[src/rtl/axi_lite_arb2.sv]
`default_nettype none
// ============================================================================
// Module      : axi_lite_arb2
// Description : Two-master to one-slave AXI4-Lite arbiter. Independent write
//               (AW/W/B) and read (AR/R) arbiters, each round-robin between
//               the two masters. A grant is held until that transaction's
//               response handshake completes. Valid/ready/payload are routed
//               combinationally from the registered grant and phase.
// Ports       : clk, reset          - clock, synchronous active-high reset
//               m_aw*/m_w*/m_b*     - per-master write channels (bit/slice i)
//               m_ar*/m_r*          - per-master read channels (bit/slice i)
//               s_aw*/s_w*/s_b*     - slave-side write channels
//               s_ar*/s_r*          - slave-side read channels
//               wr_grant, rd_grant  - current owner index (meaningful when busy)
//               wr_busy, rd_busy    - arbiter not idle
// Revision    : 1.0 - initial release
// ============================================================================
module axi_lite_arb2 #(
  parameter int DATA_SIZE = 32,
  parameter int ADDR_SIZE = 32,
  parameter int ID_SIZE   = 32
) (
  input  logic                   clk,
  input  logic                   reset,
  // master-side write address
  input  logic [1:0]             m_awvalid,
  input  logic [2*ADDR_SIZE-1:0] m_awaddr,
  input  logic [2*ID_SIZE-1:0]   m_awid,
  input  logic [1:0]             m_awsize,
  output logic [1:0]             m_awready,
  // master-side write data
  input  logic [1:0]             m_wvalid,
  input  logic [2*DATA_SIZE-1:0] m_wdata,
  input  logic [1:0]             m_wlast,
  output logic [1:0]             m_wready,
  // master-side write response
  output logic [1:0]             m_bvalid,
  output logic [1:0]             m_bresp,
  output logic [2*ID_SIZE-1:0]   m_bid,
  input  logic [1:0]             m_bready,
  // master-side read address
  input  logic [1:0]             m_arvalid,
  input  logic [2*ADDR_SIZE-1:0] m_araddr,
  input  logic [2*ID_SIZE-1:0]   m_arid,
  input  logic [1:0]             m_arsize,
  output logic [1:0]             m_arready,
  // master-side read data
  output logic [1:0]             m_rvalid,
  output logic [2*DATA_SIZE-1:0] m_rdata,
  output logic [1:0]             m_rlast,
  output logic [2*ID_SIZE-1:0]   m_rid,
  output logic [1:0]             m_rresp,
  input  logic [1:0]             m_rready,
  // slave-side write address
  output logic                   s_awvalid,
  output logic [ADDR_SIZE-1:0]   s_awaddr,
  output logic [ID_SIZE-1:0]     s_awid,
  output logic                   s_awsize,
  input  logic                   s_awready,
  // slave-side write data
  output logic                   s_wvalid,
  output logic [DATA_SIZE-1:0]   s_wdata,
  output logic                   s_wlast,
  input  logic                   s_wready,
  // slave-side write response
  input  logic                   s_bvalid,
  input  logic                   s_bresp,
  input  logic [ID_SIZE-1:0]     s_bid,
  output logic                   s_bready,
  // slave-side read address
  output logic                   s_arvalid,
  output logic [ADDR_SIZE-1:0]   s_araddr,
  output logic [ID_SIZE-1:0]     s_arid,
  output logic                   s_arsize,
  input  logic                   s_arready,
  // slave-side read data
  input  logic                   s_rvalid,
  input  logic [DATA_SIZE-1:0]   s_rdata,
  input  logic                   s_rlast,
  input  logic [ID_SIZE-1:0]     s_rid,
  input  logic                   s_rresp,
  output logic                   s_rready,
  // status
  output logic                   wr_grant,
  output logic                   rd_grant,
  output logic                   wr_busy,
  output logic                   rd_busy
);

  typedef enum logic [1:0] {
    W_IDLE = 2'd0,
    W_ADDR = 2'd1,
    W_DATA = 2'd2,
    W_RESP = 2'd3
  } wr_state_e;

  typedef enum logic [1:0] {
    R_IDLE = 2'd0,
    R_ADDR = 2'd1,
    R_DATA = 2'd2
  } rd_state_e;

  wr_state_e wr_state_q, wr_state_d;
  rd_state_e rd_state_q, rd_state_d;
  logic      wr_grant_q, wr_grant_d;
  logic      rd_grant_q, rd_grant_d;
  logic      wr_ptr_q, wr_ptr_d;
  logic      rd_ptr_q, rd_ptr_d;

  // --------------------------------------------------------------------------
  // State registers
  // --------------------------------------------------------------------------
  always_ff @(posedge clk) begin
    if (reset) begin
      wr_state_q <= W_IDLE;
      rd_state_q <= R_IDLE;
      wr_grant_q <= 1'b0;
      rd_grant_q <= 1'b0;
      wr_ptr_q   <= 1'b0;
      rd_ptr_q   <= 1'b0;
    end else begin
      wr_state_q <= wr_state_d;
      rd_state_q <= rd_state_d;
      wr_grant_q <= wr_grant_d;
      rd_grant_q <= rd_grant_d;
      wr_ptr_q   <= wr_ptr_d;
      rd_ptr_q   <= rd_ptr_d;
    end
  end

  // --------------------------------------------------------------------------
  // Write arbiter next state
  // --------------------------------------------------------------------------
  always_comb begin
    wr_state_d = wr_state_q;
    wr_grant_d = wr_grant_q;
    wr_ptr_d   = wr_ptr_q;
    case (wr_state_q)
      W_IDLE: begin
        if (|m_awvalid) begin
          // A lone requester wins outright; a tie goes to the pointer.
          wr_grant_d = (&m_awvalid) ? wr_ptr_q : m_awvalid[1];
          wr_state_d = W_ADDR;
        end
      end
      W_ADDR: if (s_awvalid && s_awready) wr_state_d = W_DATA;
      W_DATA: if (s_wvalid && s_wready) wr_state_d = W_RESP;
      W_RESP: begin
        if (s_bvalid && s_bready) begin
          wr_state_d = W_IDLE;
          // The other master gets priority on the next tie.
          wr_ptr_d   = ~wr_grant_q;
        end
      end
      default: wr_state_d = W_IDLE;
    endcase
  end

  // --------------------------------------------------------------------------
  // Write channel routing; everything not owned by the active phase is 0.
  // --------------------------------------------------------------------------
  always_comb begin
    s_awvalid = 1'b0;
    s_awaddr  = '0;
    s_awid    = '0;
    s_awsize  = 1'b0;
    m_awready = 2'b00;
    s_wvalid  = 1'b0;
    s_wdata   = '0;
    s_wlast   = 1'b0;
    m_wready  = 2'b00;
    s_bready  = 1'b0;
    m_bvalid  = 2'b00;
    m_bresp   = 2'b00;
    m_bid     = '0;
    case (wr_state_q)
      W_ADDR: begin
        s_awvalid             = m_awvalid[wr_grant_q];
        s_awaddr              = wr_grant_q ? m_awaddr[2*ADDR_SIZE-1:ADDR_SIZE] : m_awaddr[ADDR_SIZE-1:0];
        s_awid                = wr_grant_q ? m_awid[2*ID_SIZE-1:ID_SIZE] : m_awid[ID_SIZE-1:0];
        s_awsize              = m_awsize[wr_grant_q];
        m_awready[wr_grant_q] = s_awready;
      end
      W_DATA: begin
        s_wvalid             = m_wvalid[wr_grant_q];
        s_wdata              = wr_grant_q ? m_wdata[2*DATA_SIZE-1:DATA_SIZE] : m_wdata[DATA_SIZE-1:0];
        s_wlast              = m_wlast[wr_grant_q];
        m_wready[wr_grant_q] = s_wready;
      end
      W_RESP: begin
        m_bvalid[wr_grant_q] = s_bvalid;
        m_bresp[wr_grant_q]  = s_bresp;
        if (wr_grant_q) m_bid[2*ID_SIZE-1:ID_SIZE] = s_bid;
        else            m_bid[ID_SIZE-1:0]         = s_bid;
        s_bready             = m_bready[wr_grant_q];
      end
      default: ;
    endcase
  end

  // --------------------------------------------------------------------------
  // Read arbiter next state
  // --------------------------------------------------------------------------
  always_comb begin
    rd_state_d = rd_state_q;
    rd_grant_d = rd_grant_q;
    rd_ptr_d   = rd_ptr_q;
    case (rd_state_q)
      R_IDLE: begin
        if (|m_arvalid) begin
          rd_grant_d = (&m_arvalid) ? rd_ptr_q : m_arvalid[1];
          rd_state_d = R_ADDR;
        end
      end
      R_ADDR: if (s_arvalid && s_arready) rd_state_d = R_DATA;
      R_DATA: begin
        if (s_rvalid && s_rready) begin
          rd_state_d = R_IDLE;
          rd_ptr_d   = ~rd_grant_q;
        end
      end
      default: rd_state_d = R_IDLE;
    endcase
  end

  // --------------------------------------------------------------------------
  // Read channel routing
  // --------------------------------------------------------------------------
  always_comb begin
    s_arvalid = 1'b0;
    s_araddr  = '0;
    s_arid    = '0;
    s_arsize  = 1'b0;
    m_arready = 2'b00;
    s_rready  = 1'b0;
    m_rvalid  = 2'b00;
    m_rdata   = '0;
    m_rlast   = 2'b00;
    m_rid     = '0;
    m_rresp   = 2'b00;
    case (rd_state_q)
      R_ADDR: begin
        s_arvalid             = m_arvalid[rd_grant_q];
        s_araddr              = rd_grant_q ? m_araddr[2*ADDR_SIZE-1:ADDR_SIZE] : m_araddr[ADDR_SIZE-1:0];
        s_arid                = rd_grant_q ? m_arid[2*ID_SIZE-1:ID_SIZE] : m_arid[ID_SIZE-1:0];
        s_arsize              = m_arsize[rd_grant_q];
        m_arready[rd_grant_q] = s_arready;
      end
      R_DATA: begin
        m_rvalid[rd_grant_q] = s_rvalid;
        m_rlast[rd_grant_q]  = s_rlast;
        m_rresp[rd_grant_q]  = s_rresp;
        if (rd_grant_q) begin
          m_rdata[2*DATA_SIZE-1:DATA_SIZE] = s_rdata;
          m_rid[2*ID_SIZE-1:ID_SIZE]       = s_rid;
        end else begin
          m_rdata[DATA_SIZE-1:0] = s_rdata;
          m_rid[ID_SIZE-1:0]     = s_rid;
        end
        s_rready             = m_rready[rd_grant_q];
      end
      default: ;
    endcase
  end

  assign wr_grant = wr_grant_q;
  assign rd_grant = rd_grant_q;
  assign wr_busy  = (wr_state_q != W_IDLE);
  assign rd_busy  = (rd_state_q != R_IDLE);

endmodule
`default_nettype wire

[config.mk]
export PLATFORM = sky130hd
export DESIGN_NAME = axi_lite_arb2
export DESIGN_NICKNAME = d
export VERILOG_FILES = /design/src/rtl/axi_lite_arb2.sv
export SDC_FILE = /design/constraint.sdc
export NUM_CORES = 1
export LEC_CHECK = 0
export ABC_AREA = 1
export CORE_AREA = 2 2 316 318
export DETAILED_ROUTE_END_ITERATION = 6
export DIE_AREA = 0 0 318 320
export PLACE_DENSITY_LB_ADDON = 0.08
export SYNTH_ARGS = -nofsm -noshare
export SYNTH_HDL_FRONTEND = slang
export SYNTH_SLANG_ARGS = --single-unit
export TNS_END_PERCENT = 1
[constraint.sdc]
create_clock -name clk -period 2.68 [get_ports clk]
set_clock_uncertainty 0.05 [all_clocks]
set_input_delay 0.804 -clock clk [delete_from_list [all_inputs] [get_ports clk]]
set_output_delay 0.804 -clock clk [all_outputs]
set_load 0.01 [all_outputs]
# Yosys cells after proc, flatten, opt, wreduce, memory -nomap -nowiden
# Index checks and enable logic that the tools add are counted.
[classes]
muxes = 66
multipliers = 0
eq_ne = 12
magnitude_cmp = 4
n_shift = 0
n_reduce_logical = 21
div = 0
bitwise = 10
n_addsub = 0
[op_table]
columns = ["cell", "count"]
rows = [
  ["32-bit two-way mux", 16],
  ["64-bit two-way mux", 3],
  ["2-bit two-way mux", 15],
  ["1-bit two-way mux", 28],
  ["2-bit AND", 8],
  ["2-bit != test (second input constant)", 7],
  ["2-bit AND reduction", 6],
  ["2-bit one-hot mux with 4 select lines", 1],
  ["1-bit logical AND", 7],
  ["2-bit equality test (second input constant)", 3],
  ["2-bit one-hot mux with 3 select lines", 1],
  ["2-bit by 1-bit equality test with 1-bit output (second input constant)", 2],
  ["2-bit zero test", 2],
  ["1-bit by 2-bit less-than comparator with 1-bit output (second input constant)", 2],
  ["4-bit AND reduction", 1],
  ["2-bit nonzero test", 2],
  ["2-bit OR reduction", 2],
  ["3-bit AND reduction", 1],
  ["1-bit demux with 1-bit select", 2],
  ["1-bit greater-or-equal comparator (second input constant)", 2],
  ["1-bit NOT", 2],
]
[word_totals]
ff_bits = 8
mem_bits_ro = 0
output_inout_bits = 380
ramBits = 0
word_cells = 119
in_bits = 442
latch_bits = 0
memories = 0

# Logic depth before layout (Yosys ltp)
[logic_depth]
ltp_word = 6
ltp_mapped = 10
depth_no_buf = 9

# Worst setup path before layout
# OpenSTA, ideal clock, no wires.
[synth_path]
path_type = "register -> output"
startpoint = "register wr_state_q[1]"
endpoint = "output port s_awaddr[21]"
path_buffers = 2
path_slack_ns = 0.527
arrival_ns = 1.299
path_stages_with_launch = 7
required_time_ns = 1.826
path_cell_list = "dfxtp_1 inv_1 ha_1 clkinv_1 buf_2 buf_1 a21oi_1"
[synth_between]
elab_chain_cells = 2
[synth_lines]
columns = ["element", "line", "text"]
rows = [
  ["from (decl)", "103", "wr_state_e wr_state_q, wr_state_d;"],
  ["from (signal assigned)", "122", "wr_state_q <= wr_state_d;"],
  ["2-bit by 1-bit equality test with 1-bit output", "176", "case (wr_state_q)"],
  ["32-bit two-way mux", "176", ""],
  ["to (decl)", "56", "output logic [ADDR_SIZE-1:0] s_awaddr,"],
]
# Every way passes these cells.

# Final worst setup path
[layout_path]
startpoint = "input port m_wdata[10]"
endpoint = "output port s_wdata[10]"
[layout_between]
elab_chain_cells = 2
[layout_lines]
columns = ["element", "line", "text"]
rows = [
  ["from (decl)", "33", "input logic [2*DATA_SIZE-1:0] m_wdata,"],
  ["32-bit two-way mux", "186", "s_wdata = wr_grant_q ? m_wdata[2*DATA_SIZE-1:DATA_SIZE] : m_wdata[DATA_SIZE-1:0];"],
  ["32-bit two-way mux", "176", ""],
  ["to (decl)", "62", "output logic [DATA_SIZE-1:0] s_wdata,"],
]
# Every way passes these cells.

==> run_results.csv <==
group,metric,value,unit
outcome,outcome,"complete, but fails checks",
outcome,failed_checks,"setup timing",
detailed_routing,drc,0,
timing,setup_viol,5,
floorplanning,dieArea,101800,um^2
setup_path,critPathCaptureType,"output port",
cells_and_area,drive_gt1_share,9.372,%
timing,hold_violations,0,
logic_synthesis,synth_warnings,0,
setup_path,crit_arrival,1.99,ns
cells_and_area,layout_common_cells,"clkdlybuf4s50_1, dlygate4sd2_1, nand2_1",
clock_tree,cts_buffer_depth,2,
timing,fin_crit_sh,106.0,%
detailed_routing,vias_per_cell,2.945,
placed_design,dp.cells,3097,
global_route,grt_max_degree,50,
floorplanning,die_w,318,um
timing,slew_headroom,76.68,%
clock_tree,ctsHoldBuffers,0,
setup_path,cpMostUsedCell,"clkdlybuf4s50_1",
timing,min_period,2.841,ns
clock_tree,cts_tree,"yes",
cells_and_area,final_util,14.53,%
detailed_routing,first_pass_iters,4,
clock_tree,htree_levels,1,
floorplanning,rows,115,
cells_and_area,layout_commonest_cell,"clkdlybuf4s50_1",
detailed_routing,ant_nets,0,
clock_tree,cts.sinks,8,
timing,worst_pin_slew,0.3494,ns
placed_design,post-place-ws,-0.4320,ns
logic_synthesis,synth_cell_types,20,
timing,drv_slew,0,
timing,fmax,352.0,MHz
detailed_routing,first_iter_violations,289,
global_route,grt_pass1_wl,69630,um
logic_synthesis,ys_seq_elements,8,
global_route,grt-ovfl-total,0,
cells_and_area,syn2layout_area_growth,242.6,%
clock_tree,clock_latency,0.24,ns
power,leakage,7.345,nW
detailed_routing,wl_per_cell,16.25,um
setup_path,max_stage_delay,0.55,ns
placed_design,dp_hpwl,43640,um
clock_tree,cts_root_buf,"clkbuf_16",
setup_path,crit_slowest_cell,"clkdlybuf4s50_1",
setup_path,worstRegToRegCells,11,
clock_tree,cts_buffers,3,
timing,rsz0062_at_grt,"yes",
power,power_density,316.2,nW/um^2
setup_path,worstPathCellList,"clkdlybuf4s50_1 > o21ai_0 > nor2_1 > clkdlybuf4s50_1",
detailed_routing,via_count,9138,
logic_synthesis,synth_nets,1422,
timing,hold_slack,0.4063,ns
cells_and_area,fin_cells,3103,
placed_design,place_congestion,0.8067,
global_route,antenna_found_initial,2,
floorplanning,core_area,97990,um^2
timing,setup_ws,-0.1612,ns
logic_synthesis,synthCells,975,
placed_design,port-buffer-count,821,
global_route,grt_usage,9.264,%
setup_path,startpoint_type,"input pin",
floorplanning,boundaryPins,822,
floorplanning,die_height,320,um
setup_path,required,1.83,ns
timing,fin_tns_setup,-0.5491,ns
logic_synthesis,syn_area,4158,um^2
logic_synthesis,avgSynthCellArea,4.264,um^2
hold_path,hold_path_depth,2,
flow_run,max_cap_viol_count,0,
detailed_routing,routed_wl,50440,um
global_route,grt_pass1_vias,9603,
cells_and_area,final_nets,2262,
setup_path,crit_type,"in2out",
floorplanning,start_util,4.243,%
hold_path,hold_path.class,"reg2reg",
power,ir_drop,0.0001706,V
setup_path,path_max_fanout,1,
logic_synthesis,yosysSeqAreaShare,3.852,%
clock_tree,clk_pin_slew,0.04,ns
==> cell type report <==
type / count / area, um^2
Fill cell: 11540 / 83750
Multi-Input combinational cell: 772 / 3282
Sequential cell: 8 / 166.4
Clock buffer: 4 / 78.83
Antenna cell: 2 / 5.005
Timing Repair Buffer: 911 / 8652
Inverter: 119 / 447.9
Tap cell: 1287 / 1610
==> worst paths after layout <==
path                    start       endpoint  slack (ns)
setup / recovery  m_wdata[10]    s_wdata[10]       -0.16
hold / removal       wr_ptr_q       wr_ptr_q        0.41
setup reg to reg     wr_grant  wr_state_q[0]        0.96
hold reg to reg      wr_ptr_q       wr_ptr_q        0.41
==> report_power, final <==
group          switching (W)  internal [W]  leakage, nW
logic                0.00207       0.00197         7.24
registers          0.0000274      0.000146       0.0671
clock network      0.0000817      0.000200       0.0382
total                0.00218       0.00232         7.35
==> state kept, by name, summed over array words and instances, names as in the netlist <==
register	count
wr_ptr_q	1
wr_state_q	2
rd_grant	1
wr_grant	1
rd_ptr_q	1
rd_state_q	2
==> metal layers <==
metal	wire (um)	up-vias	track usage (%)
li1	-	4611	-
met1	17740	4082	9.116
met2	27910	433	18.72
met3	4390	12	3.381
met4	391	0	1.005
met5	0	-	0
==> kinds of logic (layout without fill, tap and decap cells) <==
kind of cell / after synthesis / count (layout) / share of synthesized area, %
buffers and inverters: 195 / 1034 / 19.32
adder cells (fa/ha/maj): 5 / 5 / 1.505
other: 0 / 2 / 0
AO/OA/AOI/OAI: 180 / 180 / 21.67
AND/OR/NAND/NOR: 587 / 587 / 53.66
flip-flops: 8 / 8 / 3.852
==> through the flow <==
stage	total power, W	instance area, um^2
after global routing	0.004922	14240
after floorplan	0.001673	4158
after global placement	0.004772	14590
final	0.004504	14240
after detailed placement	0.004724	14590
after CTS	0.004631	14280
==> cell usage after synthesis, drive strengths merged <==
master | number | area (um^2)
nand2 | 293 | 1102
nor2 | 279 | 1052
a21oi | 143 | 715.7
inv | 117 | 439.2
buf | 47 | 246.5
o21ai | 37 | 185.2
clkbuf | 29 | 108.9
dfxtp | 8 | 160.2
nand3 | 8 | 40.04
nor3 | 6 | 30.03
ha | 5 | 62.56
clkinv | 2 | 8.750
and2 | 1 | 6.260
==> repair_timing <==
action                                  CTS  global route
resized for setup                       427           100
endpoints found under the setup margin  377            87
buffers inserted                          0             0
pin swaps                                 1             4
==> critical path, delay by kind of cell <==
kind	cells	cell delay [ns]
AO/OA/AOI/OAI	1	0.08
AND/OR/NAND/NOR	1	0.10
buffers and inverters	2	1.01
Power figures use the tool's default switching activity.
